### src/rtl/pipe_pkg.sv
// Shared definitions for the elastic pipeline stage.
//   pipe_state_e  : stage occupancy state (EMPTY / FULL / SKID)
//   CTRL_NOP_FILL : bit replicated across the control width to form the default NOP pattern
//   *_CTRL_W/*_DATA_W : bundle widths of the four MIPS inter-stage registers
package pipe_pkg;

  typedef enum logic [1:0] {
    ST_EMPTY = 2'b00,
    ST_FULL  = 2'b01,
    ST_SKID  = 2'b10
  } pipe_state_e;

  // An all-zero control word disables every downstream enable.
  localparam logic CTRL_NOP_FILL = 1'b0;

  localparam int unsigned IF_ID_CTRL_W  = 4;
  localparam int unsigned IF_ID_DATA_W  = 64;
  localparam int unsigned ID_EX_CTRL_W  = 16;
  localparam int unsigned ID_EX_DATA_W  = 96;
  localparam int unsigned EX_MEM_CTRL_W = 8;
  localparam int unsigned EX_MEM_DATA_W = 72;
  localparam int unsigned MEM_WB_CTRL_W = 4;
  localparam int unsigned MEM_WB_DATA_W = 40;

endpackage

### src/rtl/pipe_entry_reg.sv
// One storage entry (control + data) of the elastic stage.
//   clk_i      : clock
//   reset_i    : synchronous active-high reset, ctrl -> CTRL_NOP, data -> 0
//   clr_ctrl_i : squash, ctrl -> CTRL_NOP, data holds
//   load_i     : capture ctrl_i/data_i
//   ctrl_o/data_o : stored bundles
// Priority: reset > clr_ctrl > load.
module pipe_entry_reg
  import pipe_pkg::*;
#(
  parameter int unsigned          CTRL_W   = 16,
  parameter int unsigned          DATA_W   = 96,
  parameter logic [CTRL_W-1:0]    CTRL_NOP = {CTRL_W{CTRL_NOP_FILL}}
) (
  input  logic              clk_i,
  input  logic              reset_i,
  input  logic              clr_ctrl_i,
  input  logic              load_i,
  input  logic [CTRL_W-1:0] ctrl_i,
  input  logic [DATA_W-1:0] data_i,
  output logic [CTRL_W-1:0] ctrl_o,
  output logic [DATA_W-1:0] data_o
);

  logic [CTRL_W-1:0] ctrl_q;
  logic [DATA_W-1:0] data_q;

  always_ff @(posedge clk_i) begin
    if (reset_i) begin
      ctrl_q <= CTRL_NOP;
      data_q <= '0;
    end else if (clr_ctrl_i) begin
      ctrl_q <= CTRL_NOP;
    end else if (load_i) begin
      ctrl_q <= ctrl_i;
      data_q <= data_i;
    end
  end

  assign ctrl_o = ctrl_q;
  assign data_o = data_q;

endmodule

### src/rtl/pipe_stage_elastic.sv
// Generic elastic pipeline register with a two-entry skid buffer.
//   Clk, Reset           : clock, synchronous active-high reset
//   flush                : squash both entries, next state EMPTY
//   in_valid/in_ready    : upstream handshake; in_ctrl/in_data upstream bundles
//   out_valid/out_ready  : downstream handshake; out_ctrl/out_data presented bundles
//   stall_cnt            : saturating count of cycles with out_valid & !out_ready
// in_ready and out_valid decode registered state only, so there is no
// combinational path from out_ready back to in_ready.
module pipe_stage_elastic
  import pipe_pkg::*;
#(
  parameter int unsigned       CTRL_W   = 16,
  parameter int unsigned       DATA_W   = 96,
  parameter logic [CTRL_W-1:0] CTRL_NOP = {CTRL_W{CTRL_NOP_FILL}},
  parameter int unsigned       CNT_W    = 16
) (
  input  logic              Clk,
  input  logic              Reset,
  input  logic              flush,
  input  logic              in_valid,
  output logic              in_ready,
  input  logic [CTRL_W-1:0] in_ctrl,
  input  logic [DATA_W-1:0] in_data,
  output logic              out_valid,
  input  logic              out_ready,
  output logic [CTRL_W-1:0] out_ctrl,
  output logic [DATA_W-1:0] out_data,
  output logic [CNT_W-1:0]  stall_cnt
);

  pipe_state_e state_q, state_d;
  logic [CNT_W-1:0] stall_cnt_q;

  logic accept, emit;
  logic main_load, main_from_skid, skid_load, clr_ctrl;
  logic [CTRL_W-1:0] main_ctrl, skid_ctrl, main_ctrl_in;
  logic [DATA_W-1:0] main_data, skid_data, main_data_in;

  assign out_valid = (state_q != ST_EMPTY);
  assign in_ready  = (state_q != ST_SKID);
  assign accept    = in_valid & in_ready;
  assign emit      = out_valid & out_ready;

  always_comb begin
    state_d        = state_q;
    main_load      = 1'b0;
    main_from_skid = 1'b0;
    skid_load      = 1'b0;
    clr_ctrl       = 1'b0;
    if (flush) begin
      // Any accept this cycle is dropped; data entries keep their contents.
      state_d  = ST_EMPTY;
      clr_ctrl = 1'b1;
    end else begin
      unique case (state_q)
        ST_EMPTY: begin
          if (accept) begin
            state_d   = ST_FULL;
            main_load = 1'b1;
          end
        end
        ST_FULL: begin
          if (accept && emit) begin
            main_load = 1'b1;
          end else if (accept) begin
            state_d   = ST_SKID;
            skid_load = 1'b1;
          end else if (emit) begin
            state_d = ST_EMPTY;
          end
        end
        ST_SKID: begin
          if (emit) begin
            state_d        = ST_FULL;
            main_load      = 1'b1;
            main_from_skid = 1'b1;
          end
        end
        default: state_d = ST_EMPTY;
      endcase
    end
  end

  assign main_ctrl_in = main_from_skid ? skid_ctrl : in_ctrl;
  assign main_data_in = main_from_skid ? skid_data : in_data;

  always_ff @(posedge Clk) begin
    if (Reset) begin
      state_q <= ST_EMPTY;
    end else begin
      state_q <= state_d;
    end
  end

  always_ff @(posedge Clk) begin
    if (Reset) begin
      stall_cnt_q <= '0;
    end else if (out_valid && !out_ready && (stall_cnt_q != {CNT_W{1'b1}})) begin
      stall_cnt_q <= stall_cnt_q + CNT_W'(1);
    end
  end

  pipe_entry_reg #(
    .CTRL_W   (CTRL_W),
    .DATA_W   (DATA_W),
    .CTRL_NOP (CTRL_NOP)
  ) u_main (
    .clk_i      (Clk),
    .reset_i    (Reset),
    .clr_ctrl_i (clr_ctrl),
    .load_i     (main_load),
    .ctrl_i     (main_ctrl_in),
    .data_i     (main_data_in),
    .ctrl_o     (main_ctrl),
    .data_o     (main_data)
  );

  pipe_entry_reg #(
    .CTRL_W   (CTRL_W),
    .DATA_W   (DATA_W),
    .CTRL_NOP (CTRL_NOP)
  ) u_skid (
    .clk_i      (Clk),
    .reset_i    (Reset),
    .clr_ctrl_i (clr_ctrl),
    .load_i     (skid_load),
    .ctrl_i     (in_ctrl),
    .data_i     (in_data),
    .ctrl_o     (skid_ctrl),
    .data_o     (skid_data)
  );

  // Gate control so downstream enables can never fire on a bubble.
  assign out_ctrl  = out_valid ? main_ctrl : CTRL_NOP;
  assign out_data  = main_data;
  assign stall_cnt = stall_cnt_q;

endmodule

### config.mk
export PLATFORM = sky130hd
export DESIGN_NAME = pipe_stage_elastic
export DESIGN_NICKNAME = d
export VERILOG_FILES = /design/src/rtl/pipe_pkg.sv /design/src/rtl/pipe_entry_reg.sv /design/src/rtl/pipe_stage_elastic.sv
export SDC_FILE = /design/constraint.sdc
export NUM_CORES = 1
export LEC_CHECK = 0
export ABC_AREA = 1
export CAP_MARGIN = 20
export CORE_MARGIN = 5
export CORE_UTILIZATION = 41
export DETAILED_ROUTE_END_ITERATION = 10
export PLACE_DENSITY = 0.65
export SLEW_MARGIN = 0
export SYNTH_ARGS = -nofsm -noshare
export SYNTH_HDL_FRONTEND = slang
export SYNTH_HIERARCHICAL = 1
export SYNTH_SLANG_ARGS = --single-unit
### constraint.sdc
create_clock -name Clk -period 3 [get_ports Clk]
set_input_delay 0.75 -clock Clk [delete_from_list [all_inputs] [get_ports Clk]]
set_output_delay 0.75 -clock Clk [all_outputs]
set_load 0.03 [all_outputs]
# Yosys cells after proc, flatten, opt, wreduce, memory -nomap -nowiden
# Index checks and enable logic that the tools add are counted.
# Widths: inputs -> output; s select.
totals:
  ff_bits: 242
  input_bits: 117
  output_inout_bits: 130
  wordCells: 49
op_classes:
  n_addsub: 1
  n_eq_ne: 8
  muxes: 20
  n_bitwise: 3
  n_reduce_logical: 11
op_table:
  columns: ["cell", "count"]
  rows:
  - ["$mux 96", 1]
  - ["$mux 16", 2]
  - ["$add 16x1->16 const B", 1]
  - ["$ne 16x16->1 const B", 1]
  - ["$mux 1", 10]
  - ["$mux 2", 5]
  - ["$ne 2x2->1 const B", 4]
  - ["$pmux 2 s3", 1]
  - ["$reduce_and 2->1", 2]
  - ["$reduce_and 4->1", 1]
  - ["$reduce_or 2->1", 2]
  - ["$logic_and 1x1->1", 3]
  - ["$ne 3x3->1 const B", 1]
  - ["$pmux 1 s3", 1]
  - ["$and 1x1->1", 2]
  - ["$eq 2x1->1 const B", 1]
  - ["$eq 2x2->1 const B", 1]
  - ["$logic_not 2->1", 1]
  - ["$reduce_bool 2->1", 1]
  - ["$logic_not 1->1", 1]
  - ["$not 1->1", 1]

# Logic depth before layout (Yosys ltp)
# Gate-level depths: netlist of the first run.
logic_depth:
  depth_word: 7
  ltp_mapped: 12
  mapped_depth_nobuf: 9

# By module
# Netlist of the first run, hierarchy kept.
by_module_without_submodules:
  columns: ["mod", "n_inst", "cells_per_inst", "area_each_um2", "seq_area_each_um2"]
  rows:
  - ["pipe_entry_reg", 2, 690, 4614.4, 2242.2]
  - ["pipe_stage_elastic", 1, 335, 2859.0, 360.3]

# Least setup slack after synthesis of the first run
# Ideal clock, no wire load.
synth_timing:
  path_type: "input -> register"
  start: "in out_ready"
  end: "reg u_main.data_q[55], in the netlist u_main/data_o[55]"
  setup_time_ns: 0.064
  arrival_time_ns: 1.901
  required_time_ns: 2.936
  slack_ns: 1.035
  stages: 11
  n_path_buf: 3
  path_cell_list: "inv_1 nand2_1 o21ai_0 nor2_1 buf_2 inv_2 nor2_4 buf_6 buf_4 nor2_1 nor2_1"
synth_via:
  elab_chain_cells: 6
  word_cells_on_any_way: 10
  cone_classes: "mux (7); bitwise (1); reduce/logical (2)"
synth_lines:
  columns: ["element", "line_no", "source"]
  rows:
  - ["start: declaration", "pipe_stage_elastic.sv:25", "input logic out_ready,"]
  - ["$and 1x1->1 (*)", "pipe_stage_elastic.sv:42", "assign emit = out_valid & out_ready;"]
  - ["$logic_and 1x1->1", "pipe_stage_elastic.sv:63", "if (accept && emit) begin"]
  - ["$mux 1", "pipe_stage_elastic.sv:63", null]
  - ["$pmux 1 s3 (*)", "pipe_stage_elastic.sv:55", "unique case (state_q)"]
  - ["$mux 1 (*)", "pipe_stage_elastic.sv:50", "if (flush) begin"]
  - ["via main_load", "pipe_stage_elastic.sv:35", "logic main_load, main_from_skid, skid_load, clr_ctrl;"]
  - ["$reduce_and 2->1 (no line) (*)", null, null]
  - ["end signal: assignment", "pipe_entry_reg.sv:36", "data_q <= data_i;"]
  - ["end: declaration", "pipe_entry_reg.sv:26", "logic [DATA_W-1:0] data_q;"]
# The timed path passes the listed nets; every way through them passes the cells marked *.
# A chain may end at the register's enable or synchronous reset.

# Worst setup path in the final report of the first run
layout_timing:
  start: "reg state_q[0]"
  end: "out out_ctrl[0]"
layout_via:
  elab_chain_cells: 2
layout_lines:
  columns: ["element", "line_no", "source"]
  rows:
  - ["start: declaration", "pipe_stage_elastic.sv:31", "pipe_state_e state_q, state_d;"]
  - ["start signal: assignment", "pipe_stage_elastic.sv:91", "state_q <= state_d;"]
  - ["$reduce_bool 2->1", "pipe_stage_elastic.sv:39", "assign out_valid = (state_q != ST_EMPTY);"]
  - ["$mux 16", "pipe_stage_elastic.sv:134", "assign out_ctrl = out_valid ? main_ctrl : CTRL_NOP;"]
  - ["end: declaration", "pipe_stage_elastic.sv:26", "output logic [CTRL_W-1:0] out_ctrl,"]
# Every way passes these cells.

==> flow_metrics.tcl, run 1 <==
set metrics [dict create \
    status "finished clean" \
    grt_max_degree 97 \
    synth_compound_gate_area_share_pct 2.101 \
    internal_power_w 0.005830 \
    max_stage_delay_ns 0.72 \
    clk_path_buf_depth 3 \
    avgRoutedWirePerCell_um 14.12 \
    critPathKind "flip-flop to primary output" \
    num_rows 62 \
    synthAdderAreaFrac_pct 0.1035 \
    cts-hold-fix-buffers 0 \
    grt_pass1_wl_mm 53.73 \
    clkPwrFrac_pct 43.4 \
    setup_viol 0 \
    crit_buf_inv 1 \
    drtIter0Drc 664 \
    worst-slew-pin-transition_ns 1.057 \
    yosysWarnings 6 \
    synthSimpleGateAreaFrac_pct 32.68 \
    vdd_ir_drop_max_mv 0.3655 \
    nets 2029 \
    slew_headroom_pct 29.52 \
    powerDensity_nw_per_um2 496.4 \
    switchingPower_w 0.001972 \
    io_buffers 246 \
    wl_mm 32.74 \
    die_h_um 181.7 \
    cp.required_ns 2.25 \
    synth_top_family_by_area "simple AND/OR/NAND/NOR gates" \
    synth_seq_cells 242 \
    timing.setup.tns_ns 0 \
    final_common_cell "nor2_1" \
    gp_congestion 0.8502 \
    path_max_fanout 17 \
    seqPwrFrac_pct 43.0 \
    postRouteAntennaNets 0 \
    drt-vias-per-instance 4.685 \
    insertion_delay_ns 0.54 \
    critical_path.top_delay_family "buffers and inverters" \
    syn_nets 1833 \
    rrSetupSlack_ns 1.04 \
    die_area_um2 33020 \
    skew_ns 0.01484 \
    yosysUniqueCellTypes 29 \
    comb_power_share_pct 13.6 \
    slowest_stage "clkdlybuf4s50_1" \
    layout_common_cells "nor2_1, nand2_1, clkdlybuf4s50_1" \
    cts.sinks 242 \
    fp.coreArea_um2 28940 \
    drc 0 \
    hold_path_class "flip-flop to flip-flop" \
    synth.area.mux_share_pct 12.92 \
    cts_setup_buffers 0 \
    grt_setup_unrepaired "no" \
    vias 10859 \
    grt_overflow_total 0 \
    seq_area_frac_synth_pct 40.08 \
    syn_inst 1715 \
    drtPass1Iterations 5 \
    grt_usage_pct 19.19 \
    netlist_area_um2 12090 \
    initial_core_util_pct 41.78 \
    finalCritPeriodShare_pct 92.56 \
    cts_tree "done" \
    worstPathCellList "nor2_4 -> nor2_1 -> clkdlybuf4s50_1" \
    finalHoldViolations 0 \
    min_period_ns 2.777 \
    drive_gt1_share_pct 10.09 \
    endpoint_kind "primary output" \
    hpwl_mm 21.29 \
    synth_xor_area_share_pct 0.07246 \
    maxCapViolations 0 \
    leakagePower_nw 7.105 \
    crit_arrival_ns 2.03 \
    finalMaxSlewViolations 0 \
    worst_setup_path_start_kind "flip-flop" \
    pin_count 247 \
    die_w_um 181.7 \
    htree_levels 1 \
    numCtsBuffers 29 \
    post-route-util_pct 54.32 \
    cts.reportedPaths.clkPinSlew_ns 0.06 \
    grt_pass1_vias 10629 \
    antenna_found_initial 4 \
    netSwitchingFraction_pct 25.27 \
    clockRootBuffer "clkbuf_16" \
    area_delta_synth_final_pct 30.03 \
    fmax_mhz 360.1 \
    syn_area_per_cell_um2 7.048 \
]
-- path summary, 6_finish.rpt --
kind / start / depth (start not counted) / endpoint
setup / recovery: state_q[0]$_SDFFE_PP0P_ / 3 / out_ctrl[0]
hold / removal: u_skid/ctrl_o[0]$_SDFFE_PP0P_ / 2 / u_skid/ctrl_o[0]$_SDFFE_PP0P_
setup reg to reg: state_q[1]$_SDFFE_PP0P_ / 9 / u_main/data_o[71]$_SDFFE_PP0P_
hold reg to reg: u_skid/ctrl_o[0]$_SDFFE_PP0P_ / 2 / u_skid/ctrl_o[0]$_SDFFE_PP0P_
-- tightest hold or removal path, cell delays in order (launching register included) --
cell     delay [ns]
dfxtp_1        0.30
nand2_1        0.06
a21oi_1        0.05
-- state kept, by name (all words and copies together), names as in the netlist --
| signal | count |
|---|---|
| u_main/data_o | 96 |
| u_main/ctrl_o | 16 |
| u_skid/data_o | 96 |
| stall_cnt | 16 |
| state_q | 2 |
| u_skid/ctrl_o | 16 |
-- cell usage after synthesis (all sizes together) --
| cell type | n | area [um^2] |
|---|---|---|
| nor2 | 449 | 1710 |
| nand2 | 304 | 1141 |
| dfxtp | 242 | 4845 |
| inv | 232 | 870.8 |
| nand3 | 210 | 1056 |
| mux2 | 112 | 1562 |
| buf | 74 | 461.7 |
| a21oi | 43 | 215.2 |
| clkbuf | 31 | 116.4 |
| o21ai | 5 | 25.02 |
| clkinv | 2 | 7.510 |
| nand4 | 2 | 12.51 |
| nor3 | 2 | 10.01 |
| a211oi | 1 | 7.510 |
| a31oi | 1 | 6.260 |
| ha | 1 | 12.51 |
| nand3b | 1 | 7.510 |
| nor4 | 1 | 6.260 |
| or2 | 1 | 6.260 |
| xor2 | 1 | 8.760 |
-- per-stage QoR --
stage,setup slack [ns],instances,hold WS (ns),total power (W),instance area [um^2]
2_1_floorplan,1.035,1715,0.4371,0.004040,12090
3_3_place_gp,0.2064,2264,0.4454,0.004482,14780
3_5_place_dp,0.2045,2264,0.4532,0.004489,14780
4_1_cts,0.2183,2317,0.4622,0.007915,15720
5_1_grt,0.1281,2318,0.4743,0.008154,15720
6_report,0.2231,2318,0.4594,0.007802,15720
-- power by group through the flow --
stage	Combinational (W)	Clock, W	Sequential [W]
after floorplan	0.000483	0	0.00356
after global placement	0.00106	0	0.00342
after detailed placement	0.00107	0	0.00342
after CTS	0.00107	0.00349	0.00335
after global routing	0.00116	0.00363	0.00336
final	0.00106	0.00339	0.00335
-- final cells by class --
cell class | count | area (um^2)
antenna | 1 | 2.502
clock buffer | 47 | 863.3
clock inverter | 6 | 62.56
fill | 2814 | 13220
inverter | 234 | 883.3
multi-input combinational | 1134 | 5813
sequential | 242 | 4845
tap | 384 | 480.5
timing repair buffer | 270 | 2768
-- cell families (layout without fill, tap and decap cells) --
kind of cell | after synthesis | count (layout)
AO/OA/AOI/OAI | 50 | 50
multiplexers | 112 | 112
flip-flops | 242 | 242
other | 0 | 1
XOR/XNOR | 1 | 1
AND/OR/NAND/NOR | 970 | 970
adder cells (fa/ha/maj) | 1 | 1
buffers and inverters | 339 | 557
-- metal layers --
layer / up-vias / GRT usage [%] / share of wire (%) / wire [um]
met3: 35 / 4.062 / 6.5 / 2142
met1: 4920 / 24.89 / 45 / 14860
met2: 262 / 33.12 / 47 / 15230
li1: 5636 / - / - / -
met4: 6 / 3.873 / 1.4 / 455
met5: - / 0 / 0.15 / 49
-- what timing repair did --
item | 4_1_cts | 5_1_grt
endpoints found under the setup margin | 1 | 0
gates resized for setup | 1 | 0
hold endpoints to repair | 0 | 0
Note: power is estimated with default switching activity, not from simulation.
==> run 2: changes to the inputs <==
- CORE_ASPECT_RATIO: unset -> 1.4
==> run 2 against run 1 <==
Global-route usage increased by 0.67 points. Utilization decreased by 0.73 points. Routed wire length increased by 2.3%. Critical endpoint is now out_ctrl[11]. Critical path depth increased by 1. Worst setup slack got worse by 0.11 ns. Largest cell class unchanged. Power decreased by 4.3%. Maximum frequency decreased by 3.7%.
==> flow_metrics.tcl, run 2 (synthesized netlist as in run 1, its figures left out) <==
set metrics [dict create \
    grt_pass1_vias 10672 \
    regArea_um2 4845 \
    worst_setup_path_start_kind "flip-flop" \
    endpoint_kind "primary output" \
    postRouteAntennaNets 0 \
    timing.setup.tns_ns 0 \
    area_delta_synth_final_pct 29.30 \
    switchingPower_w 0.001904 \
    worst-slew-pin-transition_ns 1.121 \
    top_layer "met4" \
    grt_overflow_total 0 \
    fmax_mhz 346.9 \
    insertion_delay_ns 0.53 \
    finalHoldViolations 0 \
    nets 2026 \
    clockRootBuffer "clkbuf_16" \
    clkPwrFrac_pct 40.8 \
    cts.reportedPaths.clkPinSlew_ns 0.06 \
    avgRoutedWirePerCell_um 14.49 \
    drc 0 \
    critPathKind "flip-flop to primary output" \
    cp.required_ns 2.25 \
    cts_tree "done" \
    drive_gt1_share_pct 9.865 \
    path_max_fanout 16 \
    rrSetupSlack_ns 1.05 \
    setup_viol 0 \
    num_rows 74 \
    netSwitchingFraction_pct 25.50 \
    pin_count 247 \
    die_h_um 213.2 \
    grt_usage_pct 19.86 \
    maxCapViolations 0 \
    antenna_found_initial 2 \
    fin_cells 2310 \
    wl_met3_mm 1.815 \
    comb_power_share_pct 14.3 \
    min_period_ns 2.882 \
    internal_power_w 0.005562 \
    vias 10801 \
    drtPass1Iterations 5 \
    numCtsBuffers 26 \
    worstPathCellList "nor2_2 -> buf_4 -> nor2_1 -> clkdlybuf4s50_1" \
    io_buffers 246 \
    initial_core_util_pct 41.45 \
    crit_arrival_ns 2.13 \
    finalMaxSlewViolations 0 \
    grt_pass1_wl_mm 54.39 \
    status "finished clean" \
    finalPower_w 0.007466 \
    skew_ns 0.008307 \
    die_w_um 155.1 \
    max_stage_delay_ns 0.72 \
    wl_mm 33.48 \
    finalCritPeriodShare_pct 96.08 \
    grt_max_degree 97 \
    dp_cells 2260 \
    gp_congestion 0.8580 \
    grt_setup_unrepaired "no" \
    layout_common_cells "nor2_1, nand2_1, clkdlybuf4s50_1" \
    finalInstanceArea_um2 15630 \
    post_cts_resized 0 \
    slowest_stage "clkdlybuf4s50_1" \
    die_area_um2 33070 \
    hold_path_class "flip-flop to flip-flop" \
    cts.sinks 242 \
    drt-vias-per-instance 4.676 \
    powerDensity_nw_per_um2 477.7 \
    seqPwrFrac_pct 44.9 \
    fill_cells 2881 \
    htree_levels 1 \
    slew_headroom_pct 25.30 \
    hpwl_mm 21.72 \
    vdd_ir_drop_max_mv 0.4130 \
    clk_path_buf_depth 3 \
    drtIter0Drc 464 \
    leakagePower_nw 7.057 \
    cts_setup_buffers 0 \
    fp.coreArea_um2 29170 \
    cts-hold-fix-buffers 0 \
    final_common_cell "nor2_1" \
    dpl-instance-area_um2 14820 \
    multi_input_area_um2 5808 \
    wl_met2_mm 16.54 \
    met1Wirelength_mm 13.92 \
]
-- run 2: worst paths after layout --
path,cells past startpoint,endpoint,from
hold / removal,2,u_skid/ctrl_o[12]$_SDFFE_PP0P_,u_skid/ctrl_o[12]$_SDFFE_PP0P_
setup / recovery,4,out_ctrl[11],state_q[0]$_SDFFE_PP0P_
setup reg to reg,9,u_skid/data_o[42]$_SDFFE_PP0P_,state_q[1]$_SDFFE_PP0P_
hold reg to reg,2,u_skid/ctrl_o[12]$_SDFFE_PP0P_,u_skid/ctrl_o[12]$_SDFFE_PP0P_
-- run 2: stage by stage --
stage                     worst slack [ns]  util [%]  hold slack, ns
after global placement              0.2463     50.80          0.4456
final                               0.1177     53.59          0.4610
after CTS                          0.08912     53.56          0.4639
after detailed placement            0.1985     50.80          0.4542
after global routing               0.05592     53.57          0.4749
after floorplan                      1.035         -          0.4371
-- run 2: metal layers --
metal	vias to the layer above	track usage, %
met4	0	7.313
met1	4862	23.58
met2	252	35.88
li1	5628	-
met3	59	3.325
met5	-	0
-- run 2: layout make-up --
type,instances,share of cell area (%)
clock inverter,5,0.1601
sequential,242,31.00
timing repair buffer,270,17.95
multi-input combinational,1134,37.16
antenna,4,0.06404
tap,380,3.042
clock buffer,41,4.979
inverter,234,5.652
-- run 2: power groups by stage --
stage / clock, W / sequential, W / combinational [W]
finish: 0.00304 / 0.00335 / 0.00107
global route: 0.00328 / 0.00336 / 0.00117
CTS: 0.00314 / 0.00335 / 0.00108
detailed placement: 0 / 0.00342 / 0.00107
global placement: 0 / 0.00342 / 0.00107
floorplan: 0 / 0.00356 / 0.000483
-- run 2: critical path: cells and delay by family (launching register included) --
family	cells	cell delay, ns
flip-flops	1	0.41
buffers and inverters	2	0.91
AND/OR/NAND/NOR	2	0.28
